## src/rtl/spi_arbiter_if.sv

```systemverilog
// spi_arbiter_if: requester-side and SPI_mstr16-side signals of the two-port SPI arbiter
interface spi_arbiter_if;
  logic req0, req1, lock0, lock1;
  logic [15:0] cmd0, cmd1;
  logic gnt0, gnt1, done0, done1;
  logic [15:0] rd_data;
  logic spi_wrt;
  logic [15:0] spi_cmd;
  logic spi_done;
  logic [15:0] spi_rd_data;
  logic timeout_err;
  modport slave (
    input req0, req1, lock0, lock1, cmd0, cmd1, spi_done, spi_rd_data,
    output gnt0, gnt1, done0, done1, rd_data, spi_wrt, spi_cmd, timeout_err
  );
  modport master (
    output req0, req1, lock0, lock1, cmd0, cmd1, spi_done, spi_rd_data,
    input gnt0, gnt1, done0, done1, rd_data, spi_wrt, spi_cmd, timeout_err
  );
endinterface

```

## src/rtl/spi_arbiter.sv

```systemverilog
// spi_arbiter: round-robin sharing of one SPI_mstr16 between two ports, with burst lock,
// idle gap between transactions, burst cap and done-timeout watchdog
module spi_arbiter #(
  parameter int GAP_CYCLES     = 4,
  parameter int MAX_BURST      = 10,
  parameter int TIMEOUT_CYCLES = 16'hFFFF
) (
  input logic clk,
  input logic rst,
  spi_arbiter_if.slave bus
);
  localparam int GW = GAP_CYCLES > 0 ? $clog2(GAP_CYCLES + 1) : 1;
  localparam int BW = $clog2(MAX_BURST + 1);
  localparam logic [GW-1:0] GAP_LAST = GW'(GAP_CYCLES > 0 ? GAP_CYCLES - 1 : 0);
  localparam logic [BW-1:0] BURST_MAX = BW'(MAX_BURST);
  localparam logic [15:0] TMO_LAST = 16'(TIMEOUT_CYCLES - 1);
  typedef enum logic [1:0] {IDLE, BUSY, GAP} state_t;
  state_t state, state_n;
  logic owner, last, issue, issue_port, finish, keep, tmo_hit, gap_end;
  logic own_req, oth_req, own_lock, arb_w, held;
  logic [GW-1:0] gap_cnt;
  logic [BW-1:0] burst_cnt;
  logic [15:0] tmo;
  assign own_req  = owner ? bus.req1 : bus.req0;
  assign oth_req  = owner ? bus.req0 : bus.req1;
  assign own_lock = owner ? bus.lock1 : bus.lock0;
  assign arb_w    = (bus.req0 & bus.req1) ? ~last : bus.req1;
  assign held     = bus.gnt0 | bus.gnt1;
  assign tmo_hit  = tmo == TMO_LAST;
  assign finish   = state == BUSY & (bus.spi_done | tmo_hit);
  assign keep     = own_lock & own_req & ~(burst_cnt == BURST_MAX & oth_req);
  assign gap_end  = state == GAP & gap_cnt == GAP_LAST;
  always_comb begin
    state_n    = state;
    issue      = 1'b0;
    issue_port = owner;
    case (state)
      IDLE: if (bus.req0 | bus.req1) begin
        issue      = 1'b1;
        issue_port = arb_w;
        state_n    = BUSY;
      end
      BUSY: if (finish) begin
        issue   = GAP_CYCLES == 0 & keep;
        state_n = GAP_CYCLES != 0 ? GAP : (keep ? BUSY : IDLE);
      end
      GAP: if (gap_end) begin
        issue   = held & own_req;
        state_n = (held & own_req) ? BUSY : IDLE;
      end
      default: state_n = IDLE;
    endcase
  end
  always_ff @(posedge clk or posedge rst) begin
    if (rst) begin
      state           <= IDLE;
      owner           <= 1'b0;
      last            <= 1'b1;
      burst_cnt       <= '0;
      gap_cnt         <= '0;
      tmo             <= '0;
      bus.gnt0        <= 1'b0;
      bus.gnt1        <= 1'b0;
      bus.done0       <= 1'b0;
      bus.done1       <= 1'b0;
      bus.rd_data     <= '0;
      bus.spi_wrt     <= 1'b0;
      bus.spi_cmd     <= '0;
      bus.timeout_err <= 1'b0;
    end else begin
      state       <= state_n;
      bus.spi_wrt <= issue;
      bus.done0   <= finish & ~owner;
      bus.done1   <= finish & owner;
      tmo         <= (state == BUSY & ~finish) ? tmo + 16'd1 : 16'd0;
      gap_cnt     <= (state == GAP & ~gap_end) ? gap_cnt + GW'(1) : '0;
      if (finish) begin
        bus.rd_data     <= bus.spi_done ? bus.spi_rd_data : 16'hFFFF;
        bus.timeout_err <= bus.timeout_err | ~bus.spi_done;
      end
      if ((finish & ~keep) | (gap_end & ~issue)) begin
        bus.gnt0 <= 1'b0;
        bus.gnt1 <= 1'b0;
      end
      // a retained owner re-issues with the command word as it stands at gap end
      if (issue) begin
        bus.gnt0    <= ~issue_port;
        bus.gnt1    <= issue_port;
        owner       <= issue_port;
        bus.spi_cmd <= issue_port ? bus.cmd1 : bus.cmd0;
        burst_cnt   <= state == IDLE ? BW'(1) : (burst_cnt == BURST_MAX ? burst_cnt : burst_cnt + BW'(1));
        if (state == IDLE) last <= issue_port;
      end
    end
  end
endmodule
```

## src/flat_wrapper.sv

```systemverilog
// flat-port wrapper written by rule: the top's interface ports become plain ports
module spi_arbiter_flat 
#(
  parameter int GAP_CYCLES     = 4,
  parameter int MAX_BURST      = 10,
  parameter int TIMEOUT_CYCLES = 16'hFFFF
)
  (clk, rst, bus_req0, bus_req1, bus_lock0, bus_lock1, bus_cmd0, bus_cmd1, bus_spi_done, bus_spi_rd_data, bus_gnt0, bus_gnt1, bus_done0, bus_done1, bus_rd_data, bus_spi_wrt, bus_spi_cmd, bus_timeout_err);
  spi_arbiter_if bus_i ();
  input logic clk;
  input logic rst;
  input wire logic [$bits(bus_i.req0)-1:0] bus_req0;
  input wire logic [$bits(bus_i.req1)-1:0] bus_req1;
  input wire logic [$bits(bus_i.lock0)-1:0] bus_lock0;
  input wire logic [$bits(bus_i.lock1)-1:0] bus_lock1;
  input wire logic [$bits(bus_i.cmd0)-1:0] bus_cmd0;
  input wire logic [$bits(bus_i.cmd1)-1:0] bus_cmd1;
  input wire logic [$bits(bus_i.spi_done)-1:0] bus_spi_done;
  input wire logic [$bits(bus_i.spi_rd_data)-1:0] bus_spi_rd_data;
  output wire logic [$bits(bus_i.gnt0)-1:0] bus_gnt0;
  output wire logic [$bits(bus_i.gnt1)-1:0] bus_gnt1;
  output wire logic [$bits(bus_i.done0)-1:0] bus_done0;
  output wire logic [$bits(bus_i.done1)-1:0] bus_done1;
  output wire logic [$bits(bus_i.rd_data)-1:0] bus_rd_data;
  output wire logic [$bits(bus_i.spi_wrt)-1:0] bus_spi_wrt;
  output wire logic [$bits(bus_i.spi_cmd)-1:0] bus_spi_cmd;
  output wire logic [$bits(bus_i.timeout_err)-1:0] bus_timeout_err;
  assign bus_i.req0 = bus_req0;
  assign bus_i.req1 = bus_req1;
  assign bus_i.lock0 = bus_lock0;
  assign bus_i.lock1 = bus_lock1;
  assign bus_i.cmd0 = bus_cmd0;
  assign bus_i.cmd1 = bus_cmd1;
  assign bus_i.spi_done = bus_spi_done;
  assign bus_i.spi_rd_data = bus_spi_rd_data;
  assign bus_gnt0 = bus_i.gnt0;
  assign bus_gnt1 = bus_i.gnt1;
  assign bus_done0 = bus_i.done0;
  assign bus_done1 = bus_i.done1;
  assign bus_rd_data = bus_i.rd_data;
  assign bus_spi_wrt = bus_i.spi_wrt;
  assign bus_spi_cmd = bus_i.spi_cmd;
  assign bus_timeout_err = bus_i.timeout_err;
  spi_arbiter #(.GAP_CYCLES(GAP_CYCLES), .MAX_BURST(MAX_BURST), .TIMEOUT_CYCLES(TIMEOUT_CYCLES)) u_core (.clk(clk), .rst(rst), .bus(bus_i));
endmodule
```

## config.mk

```make
export PLATFORM = sky130hd
export DESIGN_NAME = spi_arbiter_flat
export DESIGN_NICKNAME = d
export VERILOG_FILES = /design/src/rtl/spi_arbiter_if.sv /design/src/rtl/spi_arbiter.sv /design/src/flat_wrapper.sv
export SDC_FILE = /design/constraint.sdc
export NUM_CORES = 1
export LEC_CHECK = 0
export BUFFER_PORTS_ARGS = -buffer_cell sky130_fd_sc_hd__buf_2
export CORE_AREA = 2 2 81 83
export DETAILED_ROUTE_END_ITERATION = 10
export DIE_AREA = 0 0 83 85
export HOLD_SLACK_MARGIN = 0.08
export PLACE_DENSITY_LB_ADDON = 0.15
export SLEW_MARGIN = 5
export SYNTH_ARGS = -nofsm -noshare
export SYNTH_HDL_FRONTEND = slang
export SYNTH_SLANG_ARGS = --single-unit
```

## constraint.sdc

```tcl
create_clock -name clk -period 2.5 [get_ports clk]
set_input_delay 0.375 -clock clk [delete_from_list [all_inputs] [get_ports clk]]
set_output_delay 0.375 -clock clk [all_outputs]
set_load 0.02 [all_outputs]
```

# Yosys cells after proc, flatten, opt, wreduce, memory -nomap -nowiden
# Cells that the tools add are included.
# classes
add_sub_neg	3
eq_ne	9
n_mux	23
n_bitwise	27
reduce_logical	5
# op_table
op	count
16-bit 2-to-1 mux	3
16-bit by 1-bit adder with 16-bit output, second input constant	1
16-bit == test, second input constant	1
1-bit AND	13
1-bit 2-to-1 mux	12
1-bit NOT	9
4-bit 2-to-1 mux	2
2-bit 2-to-1 mux	3
2-bit by 1-bit != test with 1-bit output, second input constant	3
2-bit one-hot mux with 3 select lines	1
1-bit bitwise OR	5
4-bit by 1-bit adder with 4-bit output, second input constant	1
4-bit == test, second input constant	1
2-bit AND reduction	2
3-bit by 1-bit adder with 3-bit output, second input constant	1
3-bit by 2-bit == test with 1-bit output, second input constant	1
3-bit 2-to-1 mux	1
3-bit AND reduction	1
2-bit by 1-bit == test with 1-bit output, second input constant	1
2-bit == test, second input constant	1
2-bit logical NOT	1
2-bit != test, second input constant	1
1-bit one-hot mux with 2 select lines	1
2-bit nonzero test	1
# totals
ff_bits	65
inputBits	55
out_inout_bits	38

# Longest topological paths before layout
# depth
depth_word	9
depth_mapped	8

# Least setup slack after synthesis
# OpenSTA, ideal clock, no wires.
# synth_path
path_type	register to register
start	register u_core.tmo[0]
end	register u_core.bus.rd_data[0]
setup_time_ps	121
t_arrival_ps	1598
required_time_ps	2379
slack_ps	781
path_stages_with_launch	9
n_path_buf	2
cell_sequence	dfrtp_1 > inv_1 > ha_1 > and3_1 > a41o_1 > and2_1 > buf_2 > buf_4 > o22a_1
# synth_between
elab_chain_cells	3
# synth_lines
item	line	source
start, declared	spi_arbiter.sv:23	logic [15:0] tmo;
start signal, assigned	spi_arbiter.sv:75	tmo <= (state == BUSY & ~finish) ? tmo + 16'd1 : 16'd0;
16-bit == test	spi_arbiter.sv:29	assign tmo_hit = tmo == TMO_LAST;
1-bit bitwise OR	spi_arbiter.sv:30	assign finish = state == BUSY & (bus.spi_done | tmo_hit);
1-bit AND	spi_arbiter.sv:30	
end signal, assigned	spi_arbiter.sv:78	bus.rd_data <= bus.spi_done ? bus.spi_rd_data : 16'hFFFF;
end, declared	spi_arbiter_if.sv:14	output gnt0, gnt1, done0, done1, rd_data, spi_wrt, spi_cmd, timeout_err
# Every way passes these cells.
# A chain may end at the register's enable or synchronous reset.

# Worst setup path in the final report
# layout_path
start	register u_core.gap_cnt[0]
end	register u_core.bus.gnt1
# layout_between
elab_chain_cells	8
elab_cells_between_ends	9
cone_classes	1 x eq/ne; 3 x mux; 4 x bitwise; 1 x reduce/logical
# layout_lines
item	line	source
start, declared	spi_arbiter.sv:21	logic [GW-1:0] gap_cnt;
start signal, assigned	spi_arbiter.sv:76	gap_cnt <= (state == GAP & ~gap_end) ? gap_cnt + GW'(1) : '0;
3-bit by 2-bit == test with 1-bit output (*)	spi_arbiter.sv:32	assign gap_end = state == GAP & gap_cnt == GAP_LAST;
1-bit AND (*)	spi_arbiter.sv:32	
1-bit 2-to-1 mux	spi_arbiter.sv:47	GAP: if (gap_end) begin
1-bit one-hot mux with 2 select lines	spi_arbiter.sv:37	case (state)
1-bit NOT	spi_arbiter.sv:81	if ((finish & ~keep) | (gap_end & ~issue)) begin
1-bit AND	spi_arbiter.sv:81	
1-bit bitwise OR	spi_arbiter.sv:81	
2-bit nonzero test (no source line)	--	
end signal, assigned	spi_arbiter.sv:88	bus.gnt1 <= issue_port;
end, declared	spi_arbiter_if.sv:14	
# Mark *: on every way between the ends. The rest lies on a longest branch, timed or not.

==> flow_metrics.tcl <==
set metrics [dict create \
    outcome "finished clean" \
    die-area_um2 7060 \
    pwr_density_cell_nw_per_um2 1180 \
    drt_pass1_iterations 4 \
    skew_ns 0.00502 \
    fill_cells 529 \
    hold_violations 0 \
    startpoint_type "flop" \
    synth_cell_types 45 \
    grt.overflow.total 0 \
    hold_buffers 0 \
    synth_nets 331 \
    area_growth_pct 25.1 \
    synth-seq-cells 65 \
    mostFrequentLayoutCell "buf_2" \
    postCtsSetupBuffers 0 \
    synthTopCellsByArea "dfrtp_1, a21oi_1, mux2i_1" \
    syn_inst 270 \
    clkSlewWorstSetupHoldPaths_ns 0.07 \
    die_w_um 83 \
    tightest_slew_ns 0.579 \
    synth_area_um2 2980 \
    cts_buffers 9 \
    viasPerCell 5.24 \
    maxCapViolCount 0 \
    ant_nets 0 \
    ys_warn_count 0 \
    synth-edff-count 0 \
    clk_latency_ns 0.33 \
    nets 428 \
    port_buffers 92 \
    finalSetupViolations 0 \
    yosys.area.top_type "dfrtp_1" \
    final_cell_mix "buf_2, dfrtp_1, a21oi_1, nor2_1, mux2i_1" \
    async_flop_share_pct 100 \
    min_path_type "in2async" \
    critPathKind "reg2reg" \
    finalNonFillerCells 448 \
    required_ns 2.77 \
    fp.coreArea_um2 6200 \
    rsz0062_at_grt "false" \
    cts_root_buf "clkbuf_8" \
    regToRegSetupSlack_ns 0.51 \
    wire_per_inst_um 13.7 \
    rows 29 \
    post-route-drc-count 0 \
    antenna_found_initial 0 \
    drt_iter0_markers 85 \
    start_util_pct 48.1 \
    synth_top_area_share_pct 53.7 \
    ios 93 \
    cts_resized 0 \
    p_leak_nw 1.75 \
    h-tree-depth 3 \
    n_antenna_cell 0 \
    ir_drop_uv 640 \
    grt_max_degree 42 \
    layout-drive-gt1-share_pct 32.6 \
    max_freq_mhz 504 \
    min_period_ns 1.99 \
    dpl.hpwl_mm 4.38 \
    cp-end-kind "flop" \
    cts_tree "built" \
    syn_area_per_cell_um2 11.1 \
    cts.path.max_buffers 2 \
    hold_ws_ns 0.0716 \
    grt_usage_pct 18.3 \
    drv_slew 0 \
    grt_pass1_wl_mm 10.5 \
    ys.flop_type "dfrtp_1" \
    vias 2346 \
    tns_ns 0 \
    place_congestion 0.727 \
    arrival_ns 2.26 \
    finalWirelength_mm 6.14 \
    cts_sinks 65 \
    ys_seq_area_share_pct 54.5 \
    post-place-cells 433 \
    reg2reg_from "u_core.gap_cnt[0]" \
    die_h_um 85 \
    grt_pass1_vias 2342 \
    slew_headroom_pct 61.3 \
    startpoint "u_core.gap_cnt[0]" \
    path_max_fanout 10 \
    timing.final.crit_share_pct 79.4 \
]
## state kept, by name, summed over array words and instances (netlist names), 2 cells and up
name / flops
u_core.bus.rd_data: 16
u_core.bus.spi_cmd: 16
u_core.tmo: 16
u_core.burst_cnt: 4
u_core.gap_cnt: 3
u_core.state: 2
## report_power, final
part	internal [W]	leakage, nW	switching (W)	total, W
registers	0.00142	0.788	0.000232	0.00165
logic	0.000758	0.860	0.00110	0.00186
clock network	0.000506	0.102	0.000374	0.000881
total	0.00268	1.75	0.00171	0.00439
## per-stage QoR
step / utilization, % / setup WS, ns / total power [W] / cell area (um2)
final: 60.2 / 0.514 / 0.00439 / 3730
after global routing: 60.2 / 0.371 / 0.00470 / 3730
after CTS: 60.2 / 0.515 / 0.00445 / 3730
after detailed placement: 57.0 / 0.518 / 0.00355 / 3540
after global placement: 57.0 / 0.620 / 0.00351 / 3540
after floorplan: - / 0.500 / 0.00297 / 2980
## worst max-delay path: stages, from the launching register on
cell and delay, ns:
dfrtp_1 0.36, ha_1 0.15, ha_1 0.18, o21ai_0 0.15, o31a_1 0.35, nor2_2 0.35, buf_4 0.25, a32o_1 0.13
## cell type report
| type | instances | area (um2) | area share [%] |
|---|---|---|---|
| clock buffers | 12 | 155 | 4.16 |
| clock inverters | 3 | 40.0 | 1.07 |
| inverters | 7 | 26.3 | 0.704 |
| multi-input cells | 186 | 1270 | 34.0 |
| flip-flops and latches | 65 | 1630 | 43.6 |
| well taps | 77 | 96.3 | 2.58 |
| repair buffers | 98 | 518 | 13.9 |
## path summary, 6_finish.rpt
kind                                     endpoint  cells after the start
min in group clk           u_core.bus.rd_data[15]                      2
min reg2reg                     u_core.gap_cnt[0]                      1
max                               u_core.bus.gnt1                      7
max in group asynchronous             u_core.last                      3
min                        u_core.bus.rd_data[12]                      2
max reg2reg                       u_core.bus.gnt1                      7
## layer usage
metal / vias up / GRT usage [%] / share of wire (%)
met3: 6 / 5.35 / 6.3
li1: 1167 / - / -
met5: - / 0 / 0
met4: 0 / 7.75 / 1.1
met2: 73 / 29.8 / 47
met1: 1100 / 23.0 / 45
## cell families (layout without fill, tap and decap cells)
| kind of cell | count (synthesis) | count (layout) | share of synthesized area, % |
|---|---|---|---|
| mux | 19 | 19 | 6.37 |
| flops | 65 | 65 | 54.5 |
| simple gates | 76 | 76 | 13.7 |
| xor+xnor | 11 | 11 | 3.23 |
| compound gates | 74 | 74 | 16.4 |
| buf+inv | 19 | 120 | 3.27 |
| fa+ha+maj | 6 | 6 | 2.52 |
## synthesized netlist by cell type (2+ instances only)
library cell  count
clkbuf_1          3
o21ai_0           7
inv_1             7
or3_1             3
buf_4             2
ha_1              6
o22a_1           16
nand2b_1          3
dfrtp_1          64
nor2b_1           4
or2_2             2
nand4_1           5
and3_1            4
nand4b_1          2
a21oi_1          38
and4_1            3
buf_2             6
and2_1            2
nand3_1           8
nand2_1          13
o21bai_1          2
a32o_1            2
mux2i_1          19
xor2_1           10
nor2_1           19
(Power assumes the default switching activity.)
